File: src/rtl/spi_cmd_slave.sv
// SPI mode-0 target that turns host frames into register-bus reads and writes.
// spi_clk is oversampled in the clk domain, so it must run at clk/4 or slower.
module spi_cmd_slave #(
  parameter int ADDR_W = 6,
  parameter int REG_W  = 32
) (
  input  logic              clk,
  input  logic              rst_n,
  input  logic              spi_cs_n,
  input  logic              spi_clk,
  input  logic              spi_mosi,
  output logic              spi_miso,
  output logic [ADDR_W-1:0] reg_addr,
  output logic              reg_rw,
  output logic [1:0]        txn_width,
  output logic              reg_addr_v,
  input  logic [REG_W-1:0]  reg_data_i,
  input  logic              reg_data_i_dv,
  output logic [REG_W-1:0]  reg_data_o,
  output logic              reg_data_o_dv
);
  localparam int HDR_W = 3 + ADDR_W;
  localparam int CNT_W = 6;

  typedef enum logic [2:0] {IDLE, HDR, WDATA, RWAIT, RDATA, DONE} state_e;

  state_e            state_q;
  logic              sclk_q;
  logic [CNT_W-1:0]  cnt_q;
  logic [HDR_W-2:0]  hdr_q;
  logic [REG_W-1:0]  wr_q;
  logic [REG_W-1:0]  rd_q;
  logic              miso_q;
  logic [ADDR_W-1:0] addr_q;
  logic              rw_q;
  logic [1:0]        width_q;
  logic              addr_v_q;
  logic [REG_W-1:0]  data_o_q;
  logic              data_o_dv_q;

  logic              rise;
  logic              fall;
  logic [HDR_W-1:0]  hdr_d;
  logic [REG_W-1:0]  wr_d;
  logic [REG_W-1:0]  rd_load_d;
  logic [CNT_W-1:0]  last_bit_d;
  logic [1:0]        width_d;

  assign rise  = spi_clk & ~sclk_q;
  assign fall  = ~spi_clk & sclk_q;
  assign hdr_d = {hdr_q, spi_mosi};
  assign wr_d  = {wr_q[REG_W-2:0], spi_mosi};
  // Width code 11 behaves exactly like 10 (32-bit transfer).
  assign width_d = (hdr_d[HDR_W-2:HDR_W-3] == 2'b11) ? 2'b10 : hdr_d[HDR_W-2:HDR_W-3];

  always_comb begin
    last_bit_d = CNT_W'(31);
    rd_load_d  = reg_data_i;
    case (width_q)
      2'b00: begin
        last_bit_d = CNT_W'(7);
        rd_load_d  = {reg_data_i[7:0], {(REG_W-8){1'b0}}};
      end
      2'b01: begin
        last_bit_d = CNT_W'(15);
        rd_load_d  = {reg_data_i[15:0], {(REG_W-16){1'b0}}};
      end
      default: begin
        last_bit_d = CNT_W'(31);
        rd_load_d  = reg_data_i;
      end
    endcase
  end

  always_ff @(posedge clk or negedge rst_n) begin
    if (!rst_n) begin
      state_q     <= IDLE;
      sclk_q      <= 1'b0;
      cnt_q       <= '0;
      hdr_q       <= '0;
      wr_q        <= '0;
      rd_q        <= '0;
      miso_q      <= 1'b0;
      addr_q      <= '0;
      rw_q        <= 1'b0;
      width_q     <= 2'b00;
      addr_v_q    <= 1'b0;
      data_o_q    <= '0;
      data_o_dv_q <= 1'b0;
    end else begin
      sclk_q      <= spi_clk;
      data_o_dv_q <= 1'b0;
      if (spi_cs_n) begin
        // Deselect abandons the frame; header fields and write data stay put.
        state_q  <= IDLE;
        addr_v_q <= 1'b0;
        miso_q   <= 1'b0;
      end else begin
        case (state_q)
          IDLE: begin
            state_q <= HDR;
            cnt_q   <= '0;
          end
          HDR: begin
            if (rise) begin
              hdr_q <= hdr_d[HDR_W-2:0];
              cnt_q <= cnt_q + 1'b1;
              if (cnt_q == CNT_W'(HDR_W-1)) begin
                rw_q    <= hdr_d[HDR_W-1];
                width_q <= width_d;
                addr_q  <= hdr_d[ADDR_W-1:0];
                cnt_q   <= '0;
                if (hdr_d[HDR_W-1]) begin
                  state_q <= WDATA;
                  wr_q    <= '0;
                end else begin
                  state_q  <= RWAIT;
                  addr_v_q <= 1'b1;
                  rd_q     <= '0;
                end
              end
            end
          end
          WDATA: begin
            if (rise) begin
              wr_q  <= wr_d;
              cnt_q <= cnt_q + 1'b1;
              if (cnt_q == last_bit_d) begin
                data_o_q    <= wr_d;
                data_o_dv_q <= 1'b1;
                state_q     <= DONE;
              end
            end
          end
          RWAIT: begin
            if (addr_v_q && reg_data_i_dv) begin
              rd_q     <= rd_load_d;
              addr_v_q <= 1'b0;
            end
            // Eight dummy rises give the peripheral time to answer.
            if (rise) begin
              cnt_q <= cnt_q + 1'b1;
              if (cnt_q == CNT_W'(7)) begin
                state_q  <= RDATA;
                cnt_q    <= '0;
                addr_v_q <= 1'b0;
              end
            end
          end
          RDATA: begin
            if (fall) begin
              miso_q <= rd_q[REG_W-1];
              rd_q   <= {rd_q[REG_W-2:0], 1'b0};
            end
            if (rise) begin
              cnt_q <= cnt_q + 1'b1;
              if (cnt_q == last_bit_d) begin
                state_q <= DONE;
              end
            end
          end
          DONE: begin
            if (fall) begin
              miso_q <= 1'b0;
            end
          end
          default: state_q <= IDLE;
        endcase
      end
    end
  end

  assign spi_miso      = miso_q;
  assign reg_addr      = addr_q;
  assign reg_rw        = rw_q;
  assign txn_width     = width_q;
  assign reg_addr_v    = addr_v_q;
  assign reg_data_o    = data_o_q;
  assign reg_data_o_dv = data_o_dv_q;
endmodule

File: config.mk
export PLATFORM = sky130hd
export DESIGN_NAME = spi_cmd_slave
export DESIGN_NICKNAME = d
export VERILOG_FILES = /design/src/rtl/spi_cmd_slave.sv
export SDC_FILE = /design/constraint.sdc
export NUM_CORES = 1
export LEC_CHECK = 0
export CORE_UTILIZATION = 30
export DETAILED_ROUTE_END_ITERATION = 8
export GPL_TIMING_DRIVEN = 0
export HOLD_SLACK_MARGIN = 0.15
export PLACE_DENSITY_LB_ADDON = 0.15
export SLEW_MARGIN = 20
export SYNTH_ARGS = -nofsm -noshare
export SYNTH_HDL_FRONTEND = slang
export SYNTH_SLANG_ARGS = --single-unit
export TNS_END_PERCENT = 5
File: constraint.sdc
create_clock -name clk -period 4.7 [get_ports clk]
set_clock_uncertainty 0.05 [all_clocks]
set_input_delay 1.175 -clock clk [delete_from_list [all_inputs] [get_ports clk]]
set_output_delay 1.175 -clock clk [all_outputs]
set_load 0.05 [all_outputs]
==> impl_metrics.ini, run 1 <==
[grt]
grt.total_usage = 0.148
grt.overflow.total = 0
grt_pass1_vias = 4272
grt_max_degree = 89
antenna_found_initial = 0
grt_pass1_wl_mm = 23.4

[drt]
via_per_inst = 5.01
antenna_left = 0
routed_wl_mm = 14.4
drc = 0
wl_per_cell_um = 16.8
vias = 4299
drt_first_pass_iters = 6
drtIter0Drc = 251

[clock_network]
cts_resized = 0
htree_levels = 4
clock_path_buffers = 2
cts_sinks = 125
cts_made_buffers = 17
postCtsSetupBuffers = 0
hold_buffers = 0
clk_latency_ps = 420
clkTransAtPathRegs_ps = 60
clock-root-buffer = clkbuf_16
tritoncts = built

[yosys]
syn-cell-area_um2 = 6090
ys.warnings.count = 0
synth_seq_cells = 125
yosysSeqAreaShare = 0.513
synth_edf_count = 0
async_flop_share = 1.00
syn_area_per_cell_um2 = 12.7
synth_nets = 520
synth_flop_cell = dfrtp_1
ys_types = 63
netlist_instances = 480

[sta]
hold_viol = 0
setup_viol = 0
fin_ws_ps = 1560
timing.fmax_mhz = 318
final.min_clock_period_ps = 3140
rsz0062_at_grt = false
finalCritPeriodShare = 0.669
worstMarginPinSlew_ps = 809
fin_hold_ws_ps = 433
slew_violations = 0
timing.setup.tns_ps = 0
max_slew_margin = 0.460

[power_and_ir_drop]
peakVddDrop_uv = 250
report.power.total_mw = 3.43
p_leak_nw = 3.71
power_density_nw_per_um2 = 435

[die]
ios = 82
die_x_um = 145
die_area_um2 = 20900
die_h_um = 145
rows = 51
initial_utilization = 0.309
core_area_um2 = 19700

[placed_design]
dpl.cell_count = 826
routabilityCongestion = 0.836
place_ws_ps = 1080
numPortBuffers = 80
postPlaceCellArea_um2 = 7260
hpwl_mm = 9.95

[final_layout]
final_util = 0.399
layout-drive-gt1-share = 0.159
final_area_um2 = 7880
fin_cells = 858
fin_nets = 620
area_growth_syn_to_layout_pct = 29.2
n_antenna_cell = 0

[worst_setup_path]
setup.worst_path.end_class = register
startpoint_type = primary input
critPathSlowestCell = nor4b_2
crit_type = primary input to register
cp.arrival_ps = 3390
crit_chain = clkdlybuf4s50_1 > nor4b_2 > nand4_2 > mux2_1
required_ps = 4950
path_max_fanout = 10
crit_family = simple AND/OR/NAND/NOR gates
cpPeakStageDelay_ps = 720
critPathBufInv = 1

[min_path]
min_path_type = register to register

[outcome]
run_status = finished clean

[run]
maxCapViolCount = 0
where the power goes:
group	total [mW]	switching, mW	internal, mW
combinational	0.825	0.510	0.315
clock	1.37	0.501	0.869
sequential	1.23	0.0711	1.16
cells by family (layout without fill, tap and decap cells):
group                    count (synthesis)  in the layout  synth area share
flip-flops                             125            125             0.513
AO/OA/AOI/OAI                          108            108             0.152
AND/OR/NAND/NOR                         99             99             0.101
multiplexers                            89             89             0.179
buffers and inverters                   55            168            0.0480
adder cells (fa/ha/maj)                  3              3           0.00575
XOR/XNOR                                 1              1           0.00144
synth_stat cells (all sizes together) (4+ instances only):
cell type / instances / area [um2]
dfrtp: 125 / 3130
mux2: 72 / 920
nand4: 32 / 206
a21bo: 31 / 310
clkbuf: 27 / 101
a22o: 26 / 228
nand2: 19 / 71.3
mux2i: 17 / 170
o21ai: 16 / 80.1
inv: 15 / 56.3
buf: 12 / 131
a21oi: 8 / 40.0
a222oi: 8 / 80.1
nor2: 7 / 26.3
and3b: 5 / 43.8
nand2b: 5 / 31.3
or2: 4 / 25.0
path summary, 6_finish.rpt:
kind | slack, ps | end | depth (start not counted) | startpoint
worst min-delay path | 430 | rd_q[31]$_DFFE_PN0P_ | 1 | rd_q[31]$_DFFE_PN0P_
worst max-delay path | 1560 | reg_addr[3]$_DFFE_PN0P_ | 4 | spi_clk
worst min register to register | 430 | rd_q[31]$_DFFE_PN0P_ | 1 | rd_q[31]$_DFFE_PN0P_
max in group asynchronous | 3290 | hdr_q[1]$_DFFE_PN0P_ | 2 | rst_n
min in group asynchronous | 590 | cnt_q[1]$_DFFE_PN0P_ | 1 | rst_n
worst max register to register | 2270 | reg_addr[3]$_DFFE_PN0P_ | 4 | state_q[2]$_DFFE_PN0P_
cell type report:
type	instances	area (um2)
sequential	125	3130
multi-input combinational	300	2670
fill	1859	11800
clock inverter	11	155
clock buffer	21	460
buffer	39	233
inverter	16	60.1
tap	265	332
timing repair buffer	81	833
state kept, by name (all words and copies together), names as in the netlist:
signal / cells
txn_width: 2
rd_q: 32
reg_data_o_dv: 1
cnt_q: 6
reg_rw: 1
reg_data_o: 32
wr_q: 31
state_q: 3
reg_addr: 6
spi_miso: 1
hdr_q: 8
sclk_q: 1
reg_addr_v: 1
layer usage:
layer / part of all wire / global-route usage / vias to the layer above
li1: - / - / 2009
met1: 0.49 / 0.203 / 2166
met2: 0.46 / 0.222 / 104
met3: 0.037 / 0.0391 / 20
met4: 0.012 / 0.0560 / 0
met5: 0 / 0 / -
cells in the final DEF, fill, tap and decap left out, types with 14 or more instances in the layout:
master           instances
nand4_1                 31
dfrtp_1                125
mux2_4                  29
nand2_1                 19
clkdlybuf4s50_1         79
a22o_1                  26
mux2i_1                 17
clkbuf_1                29
a21bo_1                 31
inv_1                   14
mux2_1                  30
clkbuf_16               17
Power figures use the tool's default switching activity.
==> run 2, diff against run 1 <==
- clock period: 4.7 -> 2.6 ns (I/O delays scaled with it)
==> run 2 against run 1 <==
Net effect: sequential share of layout area shrank 0.21 points; first-iteration DRC count shrank 4.0%; via count shrank 0.60%; die area is the same; register-to-register slack lost 2100 ps; final area grew 0.54%; final cell count grew 0.12%; global-route usage is essentially flat; highest routed layer unchanged; critical path type unchanged.
==> impl_metrics.ini, run 2 (synthesis gave the netlist of run 1 again) <==
[outcome]
run_status = finished clean

[placed_design]
routabilityCongestion = 0.836
place_ws_ps = -490
hpwl_mm = 9.95
dpl.cell_count = 826
numPortBuffers = 80

[final_layout]
n_antenna_cell = 0
fin_nets = 621
fin_cells = 859
final_cell_mix = 125 x dfrtp_1, 79 x clkdlybuf4s50_1, 31 x nand4_1, 31 x a21bo_1, 30 x mux2_1
layout-drive-gt1-share = 0.158
final_common_cell = dfrtp_1
area_growth_syn_to_layout_pct = 29.9
n_fill_cell = 1857

[power_and_ir_drop]
switching_share = 0.317
combPwrFrac = 0.244
pwr-share-clk = 0.398
seq_power_share = 0.358
p_leak_nw = 3.73
peakVddDrop_uv = 456
p_int_mw = 4.26
p_switching_mw = 1.98
power_density_nw_per_um2 = 787
report.power.total_mw = 6.23

[worst_setup_path]
critPathSlowestCell = clkdlybuf4s50_1
crit_family = buffers and inverters
crit_chain = clkdlybuf4s50_1 > nand3b_1 > or2_1 > a221oi_4 > buf_4 > mux2_2
reg2reg_depth = 6
startpoint_type = primary input
cpPeakStageDelay_ps = 560
critPathBufInv = 2
setup.worst_path.end_class = register
crit_type = primary input to register
required_ps = 2860
path_max_fanout = 10
regToRegStartpoint = txn_width[1]$_DFFE_PN0P_
r2r-end = reg_data_o[5]$_DFFE_PN0P_
r2r_slack_ps = 200
cp.arrival_ps = 2790

[die]
ios = 82
core_area_um2 = 19700
die_x_um = 145
rows = 51
die_h_um = 145
initial_utilization = 0.309
die_area_um2 = 20900

[min_path]
min_path_type = register to register
hold_path_end = rd_q[31]$_DFFE_PN0P_
hold_path_depth = 1
hold_path_startpoint = rd_q[31]$_DFFE_PN0P_

[clock_network]
cts_sinks = 125
clk_latency_ps = 420
clock-root-buffer = clkbuf_16
clock_path_buffers = 2
tritoncts = built
htree_levels = 4
clkTransAtPathRegs_ps = 60
cts_made_buffers = 17

[drt]
via_per_inst = 4.97
wl_met2_mm = 6.68
wl_met3_um = 532
drtIter0Drc = 241
drt_first_pass_iters = 6
wl_met1_mm = 7.07
wl_per_cell_um = 16.8
routed_wl_mm = 14.4
antenna_left = 0
drc = 0
highest_layer = met4
vias = 4273

[sta]
max_slew_margin = 0.563
timing.fmax_mhz = 396
worstMarginPinSlew_ps = 655
fin_hold_ws_ps = 434
rsz0062_at_grt = true
slew_violations = 0
timing.setup.tns_ps = 0
finalCritPeriodShare = 0.972
fin_ws_ps = 72.3
setup_viol = 0
final.min_clock_period_ps = 2530
hold_viol = 0

[run]
maxCapViolCount = 0

[grt]
grt_max_degree = 89
antenna_found_initial = 0
grt_pass1_wl_mm = 23.5
grt.overflow.total = 0
grt.total_usage = 0.149
grt_pass1_vias = 4279
-- run 2: what timing repair did --
action	in CTS	in global routing
endpoints found under the hold margin	37	0
gates resized for setup	2	2
setup endpoints to repair	18	17
setup buffers	0	0
pin swaps	0	0
hold buffers	1	0
-- run 2: worst max-delay path by stage --
stage / start / end / slack, ps / cells past startpoint
6_report: spi_clk / rd_q[12]$_DFFE_PN0P_ / 70 / 6
3_3_place_gp: rst_n / reg_data_o[26]$_DFFE_PN0P_ / -4280 / 1
2_1_floorplan: txn_width[1]$_DFFE_PN0P_ / reg_data_o[10]$_DFFE_PN0P_ / 190 / 6
4_1_cts: spi_clk / rd_q[30]$_DFFE_PN0P_ / 40 / 6
5_1_grt: spi_clk / rd_q[5]$_DFFE_PN0P_ / -2 / 6
3_5_place_dp: spi_clk / reg_addr[3]$_DFFE_PN0P_ / -490 / 4
-- run 2: through the flow --
stage / util / area (um2)
finish: 0.402 / 7920
global route: 0.402 / 7920
CTS: 0.401 / 7910
detailed placement: 0.368 / 7260
global placement: 0.367 / 7230
floorplan: - / 6090
-- run 2: metal layers --
layer  GRT usage  up-vias
met2       0.224       96
met1       0.204     2150
li1            -     2010
met5           0        -
met3      0.0387       17
met4      0.0554        0
-- run 2: cell type report --
type	instances	area (um2)	share of cell area
clock buffers	21	460	0.0582
plain buffers	39	236	0.0299
well taps	265	332	0.0419
flip-flops and latches	125	3130	0.395
multi-input cells	300	2700	0.341
clock inverters	11	155	0.0196
inverters	16	60.1	0.00759
repair buffers	82	843	0.107
-- run 2: power groups by stage --
stage               combinational, mW  clock, mW  sequential (mW)
finish                           1.52       2.48             2.23
global route                     1.66       2.64             2.26
CTS                              1.51       2.54             2.23
detailed placement               1.48          0             2.26
global placement                 1.46          0             2.26
floorplan                       0.971          0             2.30
==> run 3, diff against run 2 <==
- TNS_END_PERCENT: 5 -> 100
==> run 3 against run 2 <==
Net effect: worst setup slack improved by 23 ps; highest routed layer unchanged; global-route usage unchanged; fmax is 0.92% higher; first-iteration DRC count grew 7.9%; non-clock buffer count increased by 1; total power increased by 0.11%; final cell count up 0.12%.
==> impl_metrics.ini, run 3 (synthesis gave the netlist of run 1 again) <==
[final_layout]
final_area_um2 = 7930
final_common_cell = dfrtp_1
area_growth_syn_to_layout_pct = 30.0
final_util = 0.402
layout-drive-gt1-share = 0.160
n_antenna_cell = 0
n_fill_cell = 1856
final_cell_mix = 125 x dfrtp_1, 79 x clkdlybuf4s50_1, 31 x nand4_1, 31 x a21bo_1, 30 x mux2_1
fin_nets = 622

[placed_design]
postPlaceCellArea_um2 = 7260
numPortBuffers = 80
hpwl_mm = 9.95
routabilityCongestion = 0.836

[sta]
rsz0062_at_grt = false
timing.fmax_mhz = 399
finalCritPeriodShare = 0.963
fin_hold_ws_ps = 433
worstMarginPinSlew_ps = 656
final.min_clock_period_ps = 2500
setup_viol = 0
max_slew_margin = 0.562
hold_viol = 0
slew_violations = 0

[grt]
grt.overflow.total = 0
grt_max_degree = 89
grt_pass1_wl_mm = 23.5
antenna_found_initial = 0
grt.total_usage = 0.149
grt_pass1_vias = 4279

[die]
ios = 82
rows = 51
initial_utilization = 0.309
die_h_um = 145
die_x_um = 145
core_area_um2 = 19700
die_area_um2 = 20900

[worst_setup_path]
critPathBufInv = 2
critPathSlowestCell = clkdlybuf4s50_1
crit_family = buffers and inverters
required_ps = 2860
cp.arrival_ps = 2760
crit_chain = clkdlybuf4s50_1 > nand3b_1 > or2_1 > a221oi_4 > buf_4 > mux2_2
path_max_fanout = 10
cpPeakStageDelay_ps = 550
crit_type = primary input to register
setup.worst_path.end_class = register
startpoint_type = primary input

[min_path]
min_path_type = register to register

[drt]
drt_first_pass_iters = 5
via_per_inst = 4.97
wl_per_cell_um = 16.8
drtIter0Drc = 260
antenna_left = 0
drc = 0
routed_wl_mm = 14.4
vias = 4278

[power_and_ir_drop]
peakVddDrop_uv = 457
power_density_nw_per_um2 = 787
p_leak_nw = 3.73
report.power.total_mw = 6.24

[clock_network]
cts_sinks = 125
clkTransAtPathRegs_ps = 60
clk_latency_ps = 420
tritoncts = built
clock_path_buffers = 2
cts_made_buffers = 17
clock-root-buffer = clkbuf_16
htree_levels = 4

[run]
maxCapViolCount = 0

[outcome]
run_status = finished clean
==> run 3: cell types whose count changed in the layout (fill, tap and decap cells not counted) <==
| cell | before | now |
|---|---|---|
| buf_4 | 2 | 3 |
==> run 3: final timing paths <==
| path | cells after the start | end | slack [ps] | start |
|---|---|---|---|---|
| setup / recovery | 6 | rd_q[12]$_DFFE_PN0P_ | 100 | spi_clk |
| hold / removal | 1 | rd_q[31]$_DFFE_PN0P_ | 430 | rd_q[31]$_DFFE_PN0P_ |
| setup reg to reg | 6 | reg_data_o[7]$_DFFE_PN0P_ | 220 | txn_width[1]$_DFFE_PN0P_ |
| hold reg to reg | 1 | rd_q[31]$_DFFE_PN0P_ | 430 | rd_q[31]$_DFFE_PN0P_ |
| max in group asynchronous | 3 | hdr_q[1]$_DFFE_PN0P_ | 1120 | rst_n |
| min in group asynchronous | 2 | cnt_q[1]$_DFFE_PN0P_ | 670 | rst_n |
==> run 3: routing by layer <==
metal / part of all wire / track usage / routed length, um / vias up
met2: 0.46 / 0.224 / 6630 / 102
met5: 0 / 0 / 0 / -
met1: 0.49 / 0.204 / 7020 / 2143
li1: - / - / - / 2013
met3: 0.039 / 0.0387 / 563 / 20
met4: 0.015 / 0.0554 / 213 / 0
==> run 3: worst register-to-register path, stage by stage, from the launching register on <==
cell and delay [ps]:
dfrtp_1 460, or3_4 430, a2111oi_4 440, and4_4 300, buf_12 140, buf_12 150, mux2_4 300
==> run 3: report_power, final <==
group | total, mW | switching [mW] | internal, mW
clock network | 2.48 | 0.907 | 1.57
logic | 1.53 | 0.937 | 0.592
registers | 2.23 | 0.130 | 2.10
==> run 3: final cells by class <==
| cell class | instances | area [um2] | area share |
|---|---|---|---|
| repair buffers | 83 | 851 | 0.107 |
| well taps | 265 | 332 | 0.0418 |
| plain buffers | 39 | 236 | 0.0298 |
| clock buffers | 21 | 460 | 0.0581 |
| flip-flops and latches | 125 | 3130 | 0.395 |
| multi-input cells | 300 | 2700 | 0.341 |
| inverters | 16 | 60.1 | 0.00758 |
| clock inverters | 11 | 155 | 0.0196 |
==> run 3: what timing repair did <==
item / CTS / global route
hold endpoints to repair: 37 / 0
pin swaps: 0 / 1
endpoints found under the setup margin: 18 / 17
resized for setup: 2 / 2
cloned: 0 / 0
hold buffers: 1 / 0
setup buffers: 0 / 1
==> run 3: through the flow <==
step / cells / TNS [ps] / setup slack [ps]
after floorplan: 480 / 0 / 188
after global placement: 825 / -572420 / -4280
after detailed placement: 826 / -39000 / -490
after CTS: 859 / 0 / 42.3
after global routing: 860 / 0 / 4.33
final: 860 / 0 / 95.4
